`config.mk`:
```
export PLATFORM = sky130hd
export DESIGN_NAME = led_pattern_ctrl
export DESIGN_NICKNAME = d
export VERILOG_FILES = /design/src/rtl/led_pattern_ctrl.sv
export SDC_FILE = /design/constraint.sdc
export NUM_CORES = 1
export LEC_CHECK = 0
export CORE_AREA = 2 2 87 89
export CTS_CLUSTER_SIZE = 10
export DETAILED_ROUTE_END_ITERATION = 7
export DIE_AREA = 0 0 89 91
export HOLD_SLACK_MARGIN = 0.05
export SLEW_MARGIN = 20
export SYNTH_ARGS = -nofsm -noshare
export SYNTH_HDL_FRONTEND = slang
export SYNTH_SLANG_ARGS = --single-unit
```
`constraint.sdc`:
```
create_clock -name clk -period 5.7 [get_ports clk]
set_clock_uncertainty 0.2 [all_clocks]
set_input_delay 1.71 -clock clk [delete_from_list [all_inputs] [get_ports clk]]
set_output_delay 1.71 -clock clk [all_outputs]
set_load 0.01 [all_outputs]
```
`src/rtl/led_pattern_ctrl.sv`:
```
// LED pattern controller.
// A free-running prescaler produces a 1 ms tick. A millisecond counter turns
// that tick into a programmable step period. A four-mode FSM, advanced by a
// debounced key pulse, selects what each step does to the LED vector.
module led_pattern_ctrl #(
  parameter int TICK_CYC = 50_000,
  parameter int LED_NUM  = 4
) (
  input  logic               clk,
  input  logic               rst_n,
  input  logic               key_pulse,
  input  logic [15:0]        period_ms,
  output logic [LED_NUM-1:0] led,
  output logic [1:0]         mode,
  output logic               tick_ms
);

  localparam int              PW        = (TICK_CYC > 1) ? $clog2(TICK_CYC) : 1;
  localparam logic [PW-1:0]   PRESC_MAX = PW'(TICK_CYC - 1);
  localparam logic [LED_NUM-1:0] LED_LSB = {{(LED_NUM-1){1'b0}}, 1'b1};

  typedef enum logic [1:0] {
    IDLE  = 2'd0,
    BLINK = 2'd1,
    RUN   = 2'd2,
    FLOW  = 2'd3
  } mode_t;

  mode_t              state_q, state_d;
  logic [PW-1:0]      presc_q, presc_d;
  logic [15:0]        ms_cnt_q, ms_cnt_d;
  logic [LED_NUM-1:0] led_q, led_d;
  logic               tick_int;
  logic               step;
  logic [15:0]        period_eff;

  // A period of 0 would never wrap sensibly, so it behaves as 1 ms.
  function automatic logic [15:0] eff_period(input logic [15:0] p);
    return (p == 16'd0) ? 16'd1 : p;
  endfunction

  // Mode sequence advanced by each key pulse.
  function automatic mode_t next_mode(input mode_t m);
    mode_t r;
    case (m)
      IDLE:    r = BLINK;
      BLINK:   r = RUN;
      RUN:     r = FLOW;
      default: r = IDLE;
    endcase
    return r;
  endfunction

  // LED value loaded when a mode is entered.
  function automatic logic [LED_NUM-1:0] entry_led(input mode_t m);
    logic [LED_NUM-1:0] r;
    case (m)
      IDLE:    r = '0;
      BLINK:   r = '1;
      default: r = LED_LSB;
    endcase
    return r;
  endfunction

  // LED update applied on each step of the current mode.
  function automatic logic [LED_NUM-1:0] step_led(input mode_t m,
                                                  input logic [LED_NUM-1:0] cur);
    logic [LED_NUM-1:0] r;
    case (m)
      IDLE:    r = '0;
      BLINK:   r = ~cur;
      RUN:     r = {cur[LED_NUM-2:0], cur[LED_NUM-1]};
      default: begin
        // Fill from the LSB up, blank once full, then restart from one LED.
        if (&cur)
          r = '0;
        else if (cur == '0)
          r = LED_LSB;
        else
          r = {cur[LED_NUM-2:0], 1'b1};
      end
    endcase
    return r;
  endfunction

  assign tick_int   = (presc_q == PRESC_MAX);
  assign period_eff = eff_period(period_ms);

  // Next-state logic: prescaler, ms counter, mode and LED pattern.
  always_comb begin
    state_d  = state_q;
    led_d    = led_q;
    presc_d  = tick_int ? '0 : presc_q + 1'b1;
    ms_cnt_d = ms_cnt_q;
    step     = 1'b0;

    // The >= compare lets a shortened period wrap on the next tick instead
    // of running the counter all the way round.
    if (tick_int) begin
      if (ms_cnt_q >= period_eff - 16'd1) begin
        ms_cnt_d = '0;
        step     = 1'b1;
      end else begin
        ms_cnt_d = ms_cnt_q + 16'd1;
      end
    end

    // A key pulse overrides a coincident step and restarts the timebase so
    // the first step in the new mode lands a full period later.
    if (key_pulse) begin
      state_d  = next_mode(state_q);
      led_d    = entry_led(state_d);
      presc_d  = '0;
      ms_cnt_d = '0;
    end else if (step) begin
      led_d    = step_led(state_q, led_q);
    end
  end

  // State register with asynchronous active-low reset.
  always_ff @(posedge clk or negedge rst_n) begin
    if (!rst_n) begin
      state_q  <= IDLE;
      led_q    <= '0;
      presc_q  <= '0;
      ms_cnt_q <= '0;
      tick_ms  <= 1'b0;
    end else begin
      state_q  <= state_d;
      led_q    <= led_d;
      presc_q  <= presc_d;
      ms_cnt_q <= ms_cnt_d;
      tick_ms  <= tick_int;
    end
  end

  assign led  = led_q;
  assign mode = state_q;

endmodule

```
==> impl_results.md <==
* Dpl hpwl at 4460 um
* DRC at 0
* Routed via count divided by cell count at 5.10
* Clock Tree Root: clkbuf_8
* Final hold vios at 0
* Critical path arrival at 5350 ps
* Global-route wire length before repair at 9580 um
* Initial antenna violation count at 0
* Post-synthesis simple-gate area fraction at 26.5%
* Post-synthesis adder-cell area fraction at 10.8%
* Warnings, synthesis at 0
* Post-Syn Area at 2770 um^2
* Final worst path period share at 94.3%
* Gates resized, CTS repair at 0
* Pre-antenna DRT Iters at 4
* Syn Area/Cell at 9.54 um^2
* Post-synth top area share at 35.3%
* # clock sinks at 39
* Die Wd at 89 um
* Int Power at 0.539 mW
* Combinational Power Share at 26.8%
* Commonest non-fill, non-tap cell in the layout: dfrtp_1
* Remaining Overflow, GRT at 0
* Row cnt at 31
* Sw Share at 30.1%
* Critical path type: in2reg
* Proportion of layout cells with a drive suffix above 1 at 13.6%
* Final #Nets at 372
* MaxCap Viol Count at 0
* CP endpoint: led[1]
* I/O pin cnt at 26
* Syn_nets at 333
* WL final at 5740 um
* Max-slew violation count at 0
* Main combinational cell family by area after synthesis: simple AND/OR/NAND/NOR gates
* Die Area at 8100 um^2
* Diodes inserted at 0
* Startpoint types: primary input
* CTS H-tree depth at 2
* Total number of vias at 2,190
* Synth Area in Compound Gates at 10.7%
* FF-to-FF Start: ms_cnt_q[0]
* IO buf count at 25
* Worst R2R Path Depth at 7
* Crit-path max FO at 5
* Max Root-Sink Buffers at 2
* Peak VDD IR at 0.204 mV
* Post-synth EDFFs at 0
* Clk slew on worst S/H paths at 80 ps
* Area Overhead vs Synth at 19.8%
* Worst endpoint required time at 5670 ps
* NetSw at 0.232 mW
* Cell accounting for the most synthesized area: dfrtp_1
* Clk_lat worst skew at 290 ps
* Placed Area at 3190 um^2
* Distinct cells, synth at 53
* Core area at 7140 um^2
* Global placement routability congestion at 0.774
* Hold-fix buffers, CTS at 0
* CP Capture Type: flop
* Worst hold slack at 271 ps
* Least-Margin Pin Slew at 870 ps
* Most frequent cells in the layout: 39 x dfrtp_1, 36 x nor2_1, 28 x nand2_1, 25 x xnor2_1
* Worst relative slew slack at 42.0%
* Die Ht at 91 um
* Final min period at 5380 ps
* Xor-xnor portion of the synthesized cell area at 12.0%
* CTS tree: built
* Hold crit path type: reg2reg
* Wirelength per Cell at 13.4 um
* Mux contribution to synthesized area at 1.99%
* #FFs+latches synth at 39
* Most used flip-flop cell after synthesis: dfrtp_1
* Reg-to-reg critical path endpoint: led[1]
* Pleak at 1.37 nW
* Antenna viol nets, final at 0
* Async SR Flop Fraction at 100%
* Largest cells by area after synthesis: dfrtp_1 35%, ha_1 11%, xnor2_1 7.9%
* PnR Total Power at 0.771 mW
* Starting DRT DRC Count at 88
* Sequential cell area fraction in the yosys report at 35.3%
* CTS buffer count at 5
* Post-route cell area at 3310 um^2
* Worst setup startpoint: period_ms[6]
* Initial Util at 38.8%
* R2R setup slack at 3340 ps
* PD cells at 233 nW/um^2
* Largest net degree at the start of global routing at 40
* Filler Cells Inserted at 691
* Clock power share at 30.6%
* Syn Inst Count at 290
* Final setup violating endpoints at 0
* Seq pwr share at 42.6%
* RSZ-0062 raised after global routing: no
* Post-CTS Setup Bufs at 0
* Status: complete, no violations
* Total track usage at 14.8%
* Vias in the first global route at 2,027
* Fmax at 186 MHz
-- through the flow --
stage,util (%),cells,setup TNS [ps],worst slack [ps]
after global placement,44.8,421,0,92.5
after CTS,46.4,429,0,241
final,46.4,429,0,324
after floorplan,-,290,0,581
after global routing,46.4,429,0,79.8
after detailed placement,44.8,421,-550,-58.3
-- layout make-up --
type                       count  area (um^2)  area share [%]
sequential                    39          976            29.4
inverter                       9         33.8            1.02
clock buffer                   5         68.8            2.08
timing repair buffer          38          343            10.3
multi-input combinational    236         1720            52.0
tap                           99          124            3.74
clock inverter                 3         46.3            1.40
-- worst min-delay path by stage --
| stage | from | endpoint | cells past startpoint |
|---|---|---|---|
| final | presc_q[0] | presc_q[0] | 1 |
| after floorplan | presc_q[0] | presc_q[0] | 1 |
| after detailed placement | presc_q[0] | presc_q[0] | 1 |
| after global placement | presc_q[0] | presc_q[0] | 1 |
| after global routing | presc_q[0] | presc_q[0] | 1 |
| after CTS | presc_q[0] | presc_q[0] | 1 |
-- logic make-up after synthesis --
kind of cell | after synthesis
AND/OR/NAND/NOR | 131
buffers and inverters | 15
XOR/XNOR | 38
adder cells (fa/ha/maj) | 24
multiplexers | 4
AO/OA/AOI/OAI | 39
flip-flops | 39
-- power groups by stage --
stage,logic [mW],registers (mW),clock network [mW]
after floorplan,0.111,0.336,0
after global placement,0.206,0.334,0
after detailed placement,0.208,0.333,0
after CTS,0.209,0.329,0.243
after global routing,0.231,0.333,0.258
final,0.207,0.329,0.236
-- flip-flops by register name (all words and copies together), names as in the netlist --
register / count
ms_cnt_q: 16
tick_ms: 1
presc_q: 16
led: 4
mode: 2
-- critical path, stage by stage --
cell,delay [ps]
clkdlybuf4s50_1,440
nor4_2,330
nand3b_1,150
or2_1,240
or3_4,340
nor2b_4,140
ha_1,200
nand2_1,130
nor2_1,70
xnor2_1,140
ha_1,300
nand4_1,130
nor3_2,300
a31oi_4,140
a21oi_4,270
mux2_4,320
-- layer usage --
metal	wire [um]	track usage [%]
met2	2630	21.8
met1	2900	22.2
met4	66	3.98
met3	147	2.27
met5	0	0
-- synth_stat cells, types with 3 or more instances --
master / count
a21oi_1: 8
and3_1: 4
dfrtp_1: 39
ha_1: 24
inv_1: 9
mux2_4: 3
nand2_1: 28
nand2b_1: 3
nand3_1: 10
nand4_1: 8
nor2_1: 36
nor2_2: 4
nor3_1: 12
nor4_1: 4
o2111ai_1: 3
o21ai_0: 11
xnor2_1: 25
xor2_1: 13
No activity file was read; power rests on OpenSTA's default activity.
